<file path="config.mk">
export PLATFORM = sky130hd
export DESIGN_NAME = softex_acc_den_accumulator
export DESIGN_NICKNAME = d
export VERILOG_FILES = /design/src/rtl/softex_acc_den_accumulator.sv
export SDC_FILE = /design/constraint.sdc
export NUM_CORES = 1
export LEC_CHECK = 0
export ABC_AREA = 1
export CAP_MARGIN = 15
export CORE_UTILIZATION = 45
export CTS_CLUSTER_SIZE = 40
export DETAILED_ROUTE_END_ITERATION = 12
export PLACE_DENSITY = 0.74
export SYNTH_ARGS = -nofsm -noshare
export SYNTH_HDL_FRONTEND = slang
export SYNTH_SLANG_ARGS = --single-unit
</file>
<file path="constraint.sdc">
create_clock -name clk_i -period 12.7 [get_ports clk_i]
set_input_delay 1.27 -clock clk_i [delete_from_list [all_inputs] [get_ports clk_i]]
set_output_delay 1.27 -clock clk_i [all_outputs]
set_load 0.01 [all_outputs]
</file>
<file path="src/rtl/softex_acc_den_accumulator.sv">
// Softmax denominator accumulator: sums non-negative exponentiated scores of one row
// with a truncating single-cycle FP adder and hands the total to the inverter.
package softex_acc_den_pkg;
  typedef enum logic [1:0] {
    FP32    = 2'd0,
    FP16    = 2'd1,
    FP8     = 2'd2,
    FP16ALT = 2'd3
  } fp_format_e;

  localparam fp_format_e FPFORMAT_ACC = FP32;

  function automatic int unsigned exp_bits(input fp_format_e f);
    int unsigned r;
    case (f)
      FP32:    r = 32'd8;
      FP16:    r = 32'd5;
      FP8:     r = 32'd5;
      FP16ALT: r = 32'd8;
      default: r = 32'd8;
    endcase
    return r;
  endfunction

  function automatic int unsigned man_bits(input fp_format_e f);
    int unsigned r;
    case (f)
      FP32:    r = 32'd23;
      FP16:    r = 32'd10;
      FP8:     r = 32'd2;
      FP16ALT: r = 32'd7;
      default: r = 32'd23;
    endcase
    return r;
  endfunction

  function automatic int unsigned fp_width(input fp_format_e f);
    return 32'd1 + exp_bits(f) + man_bits(f);
  endfunction
endpackage

module softex_acc_den_accumulator
  import softex_acc_den_pkg::*;
#(
  parameter fp_format_e  FPFORMAT = FPFORMAT_ACC,
  parameter int unsigned CNT_BITS = 16
) (
  input  logic                            clk_i,
  input  logic                            rst_ni,
  input  logic                            clear_i,
  input  logic                            valid_i,
  output logic                            ready_o,
  input  logic [fp_width(FPFORMAT)-1:0]   data_i,
  input  logic                            last_i,
  output logic                            valid_o,
  input  logic                            ready_i,
  output logic [fp_width(FPFORMAT)-1:0]   den_o,
  output logic [CNT_BITS-1:0]             count_o
);

  localparam int unsigned EXP   = exp_bits(FPFORMAT);
  localparam int unsigned MANT  = man_bits(FPFORMAT);
  localparam int unsigned WIDTH = fp_width(FPFORMAT);
  localparam logic [WIDTH-1:0] POS_INF = {1'b0, {EXP{1'b1}}, {MANT{1'b0}}};

  typedef enum logic [1:0] {
    IDLE = 2'd0,
    ACC  = 2'd1,
    OUT  = 2'd2
  } state_e;

  state_e             state_q, state_d;
  logic [WIDTH-1:0]   acc_q, acc_d;
  logic [CNT_BITS-1:0] cnt_q, cnt_d;
  logic               hs_s;

  // Sign-less truncating addition; denormals count as zero, inf/NaN saturate to +inf.
  function automatic logic [WIDTH-1:0] fp_add_pos(input logic [WIDTH-1:0] a,
                                                  input logic [WIDTH-1:0] b);
    logic [EXP-1:0]  ea, eb, e_big, e_sml, diff, e_res;
    logic [MANT:0]   sa, sb, s_big, s_sml, s_shift;
    logic [MANT+1:0] sum;
    logic [WIDTH-1:0] res;
    ea      = a[WIDTH-2 -: EXP];
    eb      = b[WIDTH-2 -: EXP];
    sa      = {1'b1, a[MANT-1:0]};
    sb      = {1'b1, b[MANT-1:0]};
    e_big   = ea;
    e_sml   = eb;
    s_big   = sa;
    s_sml   = sb;
    diff    = '0;
    s_shift = '0;
    sum     = '0;
    e_res   = '0;
    res     = '0;
    if ((ea == {EXP{1'b1}}) || (eb == {EXP{1'b1}})) begin
      res = POS_INF;
    end else if ((ea == '0) && (eb == '0)) begin
      res = '0;
    end else if (ea == '0) begin
      res = {1'b0, b[WIDTH-2:0]};
    end else if (eb == '0) begin
      res = {1'b0, a[WIDTH-2:0]};
    end else begin
      if (eb > ea) begin
        e_big = eb;
        e_sml = ea;
        s_big = sb;
        s_sml = sa;
      end else begin
        e_big = ea;
        e_sml = eb;
        s_big = sa;
        s_sml = sb;
      end
      diff    = e_big - e_sml;
      s_shift = (32'(diff) > (MANT + 32'd1)) ? '0 : (s_sml >> diff);
      sum     = {1'b0, s_big} + {1'b0, s_shift};
      e_res   = e_big;
      if (sum[MANT+1]) begin
        sum   = sum >> 1;
        e_res = e_big + {{(EXP-1){1'b0}}, 1'b1};
      end else begin
        e_res = e_big;
      end
      if (e_res == {EXP{1'b1}}) begin
        res = POS_INF;
      end else begin
        res = {1'b0, e_res, sum[MANT-1:0]};
      end
    end
    return res;
  endfunction

  assign ready_o = (state_q != OUT);
  assign valid_o = (state_q == OUT);
  assign den_o   = acc_q;
  assign count_o = cnt_q;
  assign hs_s    = valid_i & ready_o;

  // Next-state, accumulator and element-count logic.
  always_comb begin
    state_d = state_q;
    acc_d   = acc_q;
    cnt_d   = cnt_q;
    case (state_q)
      IDLE: begin
        if (hs_s) begin
          acc_d   = fp_add_pos('0, data_i);
          cnt_d   = {{(CNT_BITS-1){1'b0}}, 1'b1};
          state_d = last_i ? OUT : ACC;
        end else begin
          state_d = IDLE;
        end
      end
      ACC: begin
        if (hs_s) begin
          acc_d   = fp_add_pos(acc_q, data_i);
          cnt_d   = (cnt_q == {CNT_BITS{1'b1}}) ? cnt_q
                                                : cnt_q + {{(CNT_BITS-1){1'b0}}, 1'b1};
          state_d = last_i ? OUT : ACC;
        end else begin
          state_d = ACC;
        end
      end
      OUT: begin
        if (ready_i) begin
          state_d = IDLE;
        end else begin
          state_d = OUT;
        end
      end
      default: begin
        state_d = IDLE;
        acc_d   = '0;
        cnt_d   = '0;
      end
    endcase
  end

  // State registers; reset outranks clear, clear outranks any handshake.
  always_ff @(posedge clk_i) begin
    if (!rst_ni) begin
      state_q <= IDLE;
      acc_q   <= '0;
      cnt_q   <= '0;
    end else if (clear_i) begin
      state_q <= IDLE;
      acc_q   <= '0;
      cnt_q   <= '0;
    end else begin
      state_q <= state_d;
      acc_q   <= acc_d;
      cnt_q   <= cnt_d;
    end
  end

endmodule

</file>
==> impl_metrics.ini, run 1 <==
[logic_synthesis]
ys_types = 50
syn-num-nets = 1265
avgSynthCellArea_um2 = 5.602
dominantRegCellSynth = dfxtp_1
syn_inst = 1191
synthArstFlopShare_pct = 0
synth_edf_count = 0
synth-seq-cells = 49
ys.warnings.count = 0
synth-seq-area-share_pct = 14.70
synth_area_um2 = 6671

[critical_path]
critPathLaunchType = input port
crit_path_max_fanout = 38
required_ps = 12870
end_kind = flop
cpMostUsedCell = nand2_1
critPathSlowestCell = ha_1
cpPeakStageDelay_ps = 700
critPathArrivalTime_ps = 10290
crit_type = in2reg

[timing]
finClkSkew_ps = 12.20
relSlewSlack_pct = 44.70
fin_crit_ps = 10120
fin_tns_setup_ps = 0
setup_violations = 0
finalMaxSlewViolations = 0
hold_viol = 0
period_share_pct = 79.67
grt_setup_unrepaired = false
worst_slew_pin_slew_ps = 828.5
fmax_mhz = 98.84

[place]
port_buffers = 85
dp_hpwl_um = 17740
place.gp.congestion = 0.9642
dp.cells = 1415

[drt]
ant_nets = 0
wl_per_cell_um = 16.58
drt_pass1_iterations = 6
routed_wl_um = 23600
drc = 0
drtIter0Drc = 915
viasPerCell = 5.715
vias = 8132

[layout]
n_antenna_cell = 0
final_nets = 1312
final_cell_mix = nand2_1 (368), o21ai_0 (128), inv_1 (109)
final_cells = 1423
final_common_cell = nand2_1
multi_input_area_um2 = 5001
ff_latch_area_um2 = 980.9
finish.utilization_pct = 53.55
nFillCells = 1542
layout-drive-gt1-share_pct = 4.923
syn_to_final_growth_pct = 16.22

[power_and_ir_drop]
clkPwrFrac_pct = 19.5
switching_share_pct = 49.56
switching_power_mw = 0.3796
p_int_mw = 0.3863
p_seq_share_pct = 21.6
ir_drop_v = 0.00006603
combPwrFrac_pct = 58.8
p_leak_nw = 3.438
p_per_area_nw_per_um2 = 98.77

[clock_network]
cts_buffers = 5
clockRootBuffer = clkbuf_16
post_cts_buffers = 0
clock_latency_ps = 310
clock-sinks = 49
cts_tree = done
clock_path_buffers = 2
cts_hold_buf = 0
cts_resized = 0
clk_pin_slew_ps = 80
htreeDepth = 2

[worst_hold_path]
hold_path.class = reg2reg

[floorplanning]
ios = 88
coreArea_um2 = 14480
floorplan.initialDensity_pct = 46.08
die_x_um = 123.8
die_h_um = 123.8
rows = 44
die_area_um2 = 15320

[global_routing]
grt_overflow = 0
grt_start_max_net_pins = 89
antenna_found_initial = 0
grt_pass1_vias = 6895
grt_pass1_wl_um = 36830
grt_usage_pct = 31.31

[status]
status = finished clean

[job]
maxCapViolations = 0
-- synth_stat cells (3+ instances only) --
cell      number  area [um^2]
nand2_1      368         1381
o21ai_0      128        640.6
inv_1        109        409.1
nor2_1       107        401.6
a21oi_1       95        475.5
dfxtp_1       49        980.9
clkbuf_1      41        153.9
nand3_1       39        195.2
ha_1          35        437.9
nand4_1       29        181.4
nor3_1        19        95.09
o211ai_1      19        142.6
xor2_1        15        131.4
o22ai_1       13        81.33
xnor2_1       12        105.1
a211oi_1       9        67.56
a221oi_1       9        78.83
nand2_2        9        56.30
inv_2          7        26.28
or2_2          7        43.79
buf_1          5        18.77
clkinv_1       5        18.77
nor4_1         5        31.28
a21o_1         4        30.03
a31oi_1        4        25.02
buf_2          4        20.02
nand3_2        4        40.04
o21bai_1       4        30.03
buf_4          3        22.52
buf_6          3        33.78
o22a_1         3        26.28
-- cell families after synthesis --
logic type	after synthesis	share of synthesized area [%]
muxes	2	0.3001
xor gates and xnor gates	30	4.276
adders and majority gates	36	6.864
AOI/OAI and AO/OA	298	25.09
buffers and inverters	177	10.54
DFF	49	14.70
other	1	0.05621
and+or+nand+nor	598	38.17
-- per-stage QoR --
| step | hold WS (ps) | power [mW] | cell area, um^2 | worst slack [ps] |
|---|---|---|---|---|
| 2_1_floorplan | 495.8 | 0.4916 | 6671 | 5516 |
| 3_3_place_gp | 474.9 | 0.6065 | 7600 | 2414 |
| 3_5_place_dp | 480.7 | 0.6067 | 7600 | 2437 |
| 4_1_cts | 499.4 | 0.7562 | 7754 | 2741 |
| 5_1_grt | 537.1 | 0.8230 | 7754 | 1747 |
| 6_report | 493.3 | 0.7659 | 7754 | 2582 |
-- layer usage --
| metal | wire [um] | GRT usage (%) |
|---|---|---|
| met5 | 0 | 0 |
| met4 | 282 | 6.401 |
| met3 | 2237 | 5.998 |
| met2 | 10110 | 47.29 |
| met1 | 10970 | 45.63 |
-- power groups by stage --
| stage | clock [mW] | combinational (mW) | sequential [mW] |
|---|---|---|---|
| floorplan | 0 | 0.322 | 0.169 |
| global placement | 0 | 0.438 | 0.169 |
| detailed placement | 0 | 0.438 | 0.169 |
| CTS | 0.150 | 0.440 | 0.165 |
| global route | 0.157 | 0.500 | 0.166 |
| finish | 0.150 | 0.450 | 0.166 |
-- cell type report --
type / instances / share of cell area (%)
flip-flops and latches: 49 / 12.65
well taps: 184 / 2.969
clock inverters: 3 / 0.3711
inverters: 121 / 5.858
repair buffers: 96 / 12.04
multi-input cells: 965 / 64.50
clock buffers: 5 / 1.614
-- worst max-delay path, delay by kind of cell --
kind / cells / cell delay (ps)
compound gates: 10 / 2470
fa+ha+maj: 3 / 1120
buf+inv: 7 / 1370
simple gates: 29 / 4030
-- state kept, by name (all words and copies together), names as in the netlist --
register  cells
state_q       2
den_o        31
count_o      16
-- worst paths after layout --
| path | start | end | slack, ps | depth (start not counted) |
|---|---|---|---|---|
| min | count_o[11]$_SDFFE_PP0P_ | count_o[11]$_SDFFE_PP0P_ | 490 | 2 |
| min reg2reg | count_o[11]$_SDFFE_PP0P_ | count_o[11]$_SDFFE_PP0P_ | 490 | 2 |
| max reg2reg | den_o[25]$_SDFFE_PP0P_ | den_o[14]$_SDFFE_PP0P_ | 3660 | 45 |
| max | data_i[23] | den_o[14]$_SDFFE_PP0P_ | 2580 | 49 |
Power figures use the tool's default switching activity.
==> run 2, diff against run 1 <==
==> constraint.sdc (replaced) <==
create_clock -name clk_i -period 10.3 [get_ports clk_i]
set_input_delay 1.03 -clock clk_i [delete_from_list [all_inputs] [get_ports clk_i]]
set_output_delay 1.03 -clock clk_i [all_outputs]
set_load 0.01 [all_outputs]
==> impl_metrics.ini, run 2 (synthesis gave the netlist of run 1 again) <==
[status]
status = finished clean

[clock_network]
clock_path_buffers = 2
cts_buffers = 5
clk_pin_slew_ps = 70
clock-sinks = 49
htreeDepth = 2
post_cts_buffers = 0
cts_resized = 0
clock_latency_ps = 300
clockRootBuffer = clkbuf_16
cts_hold_buf = 0
cts_tree = done

[timing]
fmax_mhz = 106.8
fin_crit_ps = 9366
relSlewSlack_pct = 47.18
setup_violations = 0
hold_viol = 0
period_share_pct = 90.93
fin_tns_setup_ps = 0
finClkSkew_ps = 6.986
worst_slew_pin_slew_ps = 792.3
grt_setup_unrepaired = false
finalMaxSlewViolations = 0

[critical_path]
critPathLaunchType = input port
critPathSlowestCell = clkdlybuf4s50_1
crit_type = in2reg
required_ps = 10470
critPathArrivalTime_ps = 9540
end_kind = flop
cpMostUsedCell = nand2_1
crit_path_max_fanout = 21
cpPeakStageDelay_ps = 540

[drt]
drt_pass1_iterations = 5
drc = 0
routed_wl_um = 23660
vias = 8127
drtIter0Drc = 963
viasPerCell = 5.699
wl_per_cell_um = 16.59
ant_nets = 0

[power_and_ir_drop]
p_seq_share_pct = 21.1
p_int_mw = 0.5005
ir_drop_v = 0.00008082
p_total_mw = 0.9655
clkPwrFrac_pct = 20.6
p_leak_nw = 3.459
switching_power_mw = 0.4650
p_per_area_nw_per_um2 = 123.9
combPwrFrac_pct = 58.2
switching_share_pct = 48.16

[global_routing]
grt_pass1_wl_um = 37580
antenna_found_initial = 0
grt_pass1_vias = 7129
grt_overflow = 0
grt_start_max_net_pins = 92
grt_usage_pct = 31.69

[worst_hold_path]
hold_path.class = reg2reg

[floorplanning]
floorplan.initialDensity_pct = 46.08
die_h_um = 123.8
rows = 44
ios = 88
coreArea_um2 = 14480
die_x_um = 123.8
die_area_um2 = 15320

[layout]
final_cell_mix = nand2_1 (368), o21ai_0 (128), inv_1 (109)
finish.utilization_pct = 53.83
layout-drive-gt1-share_pct = 5.233
largest_reg_flops = 31
final_nets = 1315
nFillCells = 1570
syn_to_final_growth_pct = 16.82
n_antenna_cell = 0
final_common_cell = nand2_1

[place]
port_buffers = 85
place.gp.congestion = 0.9576
dp_hpwl_um = 17920

[job]
maxCapViolations = 0
run 2: cell types whose count changed in the layout (fill, tap and decap cells not counted):
cell / previous run / this run
buf_4: 11 / 14
bufinv_16: 0 / 1
clkinv_2: 0 / 1
clkinv_4: 1 / 0
ha_1: 35 / 34
ha_2: 0 / 1
inv_8: 1 / 0
run 2: worst paths after layout:
path                                 start                  endpoint  slack (ps)  cells after the start
setup / recovery                data_i[28]    den_o[10]$_SDFFE_PP0P_         930                     52
hold / removal    count_o[11]$_SDFFE_PP0P_  count_o[11]$_SDFFE_PP0P_         500                      2
setup reg to reg    den_o[29]$_SDFFE_PP0P_    den_o[10]$_SDFFE_PP0P_        1730                     52
hold reg to reg   count_o[11]$_SDFFE_PP0P_  count_o[11]$_SDFFE_PP0P_         500                      2
run 2: metal layers:
layer  GRT usage, %  wire (um)  vias up
met1          46.75      11250     3647
li1               -          -     4074
met4          7.229        256        0
met5              0          0        -
met2          47.08      10070      380
met3          5.723       2079       26
run 2: final cells by class:
cell class | instances | area, um^2 | share of cell area [%]
clock buffers | 5 | 125.1 | 1.605
well taps | 184 | 230.2 | 2.954
repair buffers | 99 | 955.9 | 12.27
multi-input cells | 965 | 5004 | 64.20
clock inverters | 3 | 43.79 | 0.5619
flip-flops and latches | 49 | 980.9 | 12.59
inverters | 121 | 454.2 | 5.828
run 2: worst max-delay path, delay by kind of cell:
family	cells	cell delay (ps)
AOI/OAI and AO/OA	11	2190
and+or+nand+nor	30	3610
adders and majority gates	3	900
buffers and inverters	8	1760
run 2: stage by stage:
stage	setup WS, ps	cell area (um^2)	hold slack, ps	cells
global route	170.3	7794	526.6	1426
global placement	780.0	7622	473.8	1418
detailed placement	679.7	7622	480.4	1418
CTS	981.7	7791	494.4	1426
finish	934.4	7794	497.6	1426
floorplan	3356	6671	495.8	1191
run 2: power by group through the flow:
stage,Clock (mW),Sequential (mW),Combinational [mW]
after floorplan,0,0.209,0.397
after global placement,0,0.208,0.543
after detailed placement,0,0.208,0.545
after CTS,0.203,0.204,0.549
after global routing,0.210,0.205,0.628
final,0.199,0.204,0.562
==> run 3, diff against run 2 <==
--- a/config.mk
+++ b/config.mk
@@ -5,10 +5,10 @@
 export SDC_FILE = /design/constraint.sdc
 export NUM_CORES = 1
 export LEC_CHECK = 0
-export ABC_AREA = 1
+export ABC_AREA = 0
+export ABC_CLOCK_PERIOD_IN_PS = 10300
 export CAP_MARGIN = 15
 export CORE_UTILIZATION = 45
-export CTS_CLUSTER_SIZE = 40
 export DETAILED_ROUTE_END_ITERATION = 12
 export PLACE_DENSITY = 0.74
 export SYNTH_ARGS = -nofsm -noshare
==> impl_metrics.ini, run 3 <==
[power_and_ir_drop]
p_seq_share_pct = 25.2
p_per_area_nw_per_um2 = 104.2
p_int_mw = 0.4468
p_leak_nw = 3.289
clkPwrFrac_pct = 22.5
combPwrFrac_pct = 52.3
switching_share_pct = 44.97
ir_drop_v = 0.00006886
switching_power_mw = 0.3652

[critical_path]
crit_path_max_fanout = 17
cp.buffers_inverters = 4
critPathLaunchType = input port
critPathSlowestCell = a21boi_2
required_ps = 10450
critPathTopFamily = compound AO/OA/AOI/OAI gates
cpPeakStageDelay_ps = 690
critPathArrivalTime_ps = 9670
crit_type = in2reg
end_kind = flop

[floorplanning]
floorplan.initialDensity_pct = 45.85
rows = 44
coreArea_um2 = 14480
die_x_um = 123.5
die_area_um2 = 15240
ios = 88
die_h_um = 123.5

[timing]
finClkSkew_ps = 10.66
setup_violations = 0
finalMaxSlewViolations = 0
fin_crit_ps = 9519
hold_viol = 0
worst_slew_pin_slew_ps = 1085
relSlewSlack_pct = 27.16
period_share_pct = 92.42
fmax_mhz = 105.1
fin_tns_setup_ps = 0
grt_setup_unrepaired = false

[place]
dp.cells = 1194
port_buffers = 85
dp_hpwl_um = 16440
place.gp.congestion = 0.9606

[clock_network]
clk_pin_slew_ps = 80
cts_resized = 0
htreeDepth = 2
clockRootBuffer = clkbuf_16
cts_tree = done
post_cts_buffers = 0
cts_hold_buf = 0
clock_latency_ps = 310
clock-sinks = 49
clock_path_buffers = 2
cts_buffers = 5

[layout]
final_nets = 1091
final_cell_mix = nand2_1 (167), nor2_1 (102), mux2i_1 (87)
nFillCells = 1452
largest_reg_flops = 31
n_antenna_cell = 0
syn_to_final_growth_pct = 17.34
final_common_cell = nand2_1
final_cells = 1202
layout-drive-gt1-share_pct = 5.697

[logic_synthesis]
yosys.area.top_type_share_pct = 14.78
synth_area_leaders = dfxtp_1 (15%), mux2i_1 (13%), nand2_1 (9.4%), ha_1 (6.6%), nor2_1 (5.8%)
synth_edf_count = 0
synth_most_common_cell = nand2_1
synthTopCellsByCount = nand2_1 (167), nor2_1 (102), mux2i_1 (87), a21oi_1 (58), o21ai_0 (53)
synth_area_um2 = 6639
ys_types = 74
synthArstFlopShare_pct = 0
ys.warnings.count = 0
syn_inst = 962
avgSynthCellArea_um2 = 6.901
dominantRegCellSynth = dfxtp_1
synth-seq-area-share_pct = 14.78
syn-num-nets = 1036
synth-seq-cells = 49
yosysTopAreaCell = dfxtp_1

[global_routing]
grt_start_max_net_pins = 45
grt_overflow = 0
use_met3_pct = 4.382
grt_pass1_wl_um = 34100
antenna_found_initial = 0
grtUsageMet2_pct = 46.44
grt_pass1_vias = 6649
grt_usage_pct = 28.61
grt_util_met1_pct = 38.49
top_usage_layer = met2

[drt]
wl_per_cell_um = 18.32
routed_wl_um = 22020
viasPerCell = 6.295
drt_pass1_iterations = 5
ant_nets = 0
vias = 7567
drc = 0
drtIter0Drc = 817

[job]
maxCapViolations = 0

[worst_hold_path]
hold_path.class = reg2reg

[status]
status = finished clean
[run 3: cell types whose count changed after synthesis, sizes merged, moves of 14 or more]
| cell | previous run | this run |
|---|---|---|
| and3 | 1 | 18 |
| nand4 | 31 | 17 |
| a21oi | 95 | 58 |
| o21ai | 131 | 59 |
| inv | 116 | 18 |
| nand2 | 379 | 168 |
| a22oi | 1 | 22 |
| mux2i | 2 | 87 |
[run 3: power groups by stage]
stage	registers, mW	logic (mW)	clock network (mW)
after floorplan	0.207	0.296	0
after global placement	0.209	0.411	0
after detailed placement	0.209	0.413	0
after CTS	0.204	0.416	0.184
after global routing	0.205	0.462	0.194
final	0.205	0.425	0.182
[run 3: tightest hold or removal path: stages (launching register included)]
cell,delay (ps)
dfxtp_1,330
o21ai_0,80
a21oi_1,60
[run 3: through the flow]
step / hold WS (ps) / total power [mW] / area, um^2 / worst slack [ps] / utilization, %
6_report: 508.0 / 0.8119 / 7790 / 780.8 / 53.80
5_1_grt: 559.8 / 0.8614 / 7790 / 285.1 / 53.80
4_1_cts: 515.7 / 0.8041 / 7790 / 937.9 / 53.80
3_5_place_dp: 504.4 / 0.6221 / 7640 / 681.1 / 52.77
3_3_place_gp: 481.6 / 0.6197 / 7640 / 742.5 / 52.77
2_1_floorplan: 510.5 / 0.5027 / 6639 / 2046 / -
[run 3: cells by family (layout without fill, tap and decap cells)]
group           after synthesis  in the layout  share of synthesized area, %
flops                        49             49                         14.78
compound gates              256            256                         25.39
xor+xnor                     41             41                         5.522
fa+ha+maj                    36             36                         6.898
simple gates                406            406                         27.93
mux                          95             95                         14.47
other cells                   1              1                       0.05649
buf+inv                      78            134                         4.956
[run 3: cell type report]
type	instances	area, um^2	area share (%)
repair buffers	108	1023	13.14
flip-flops and latches	49	980.9	12.59
inverters	18	67.56	0.8673
multi-input cells	835	5338	68.52
clock inverters	3	25.02	0.3212
well taps	184	230.2	2.955
clock buffers	5	125.1	1.606
[run 3: final timing paths]
kind / from / end / slack [ps] / cells past startpoint
worst max-delay path: data_i[28] / den_o[16]$_SDFFE_PP0P_ / 780 / 30
worst min-delay path: count_o[14]$_SDFFE_PP0P_ / count_o[14]$_SDFFE_PP0P_ / 510 / 2
worst max register to register: den_o[27]$_SDFFE_PP0P_ / den_o[16]$_SDFFE_PP0P_ / 1430 / 30
worst min register to register: count_o[14]$_SDFFE_PP0P_ / count_o[14]$_SDFFE_PP0P_ / 510 / 2
[run 3: per-layer routing]
| layer | routed length (um) | vias up |
|---|---|---|
| met2 | 10030 | 343 |
| li1 | - | 3626 |
| met4 | 613 | 0 |
| met1 | 9689 | 3546 |
| met3 | 1686 | 52 |
| met5 | 0 | - |
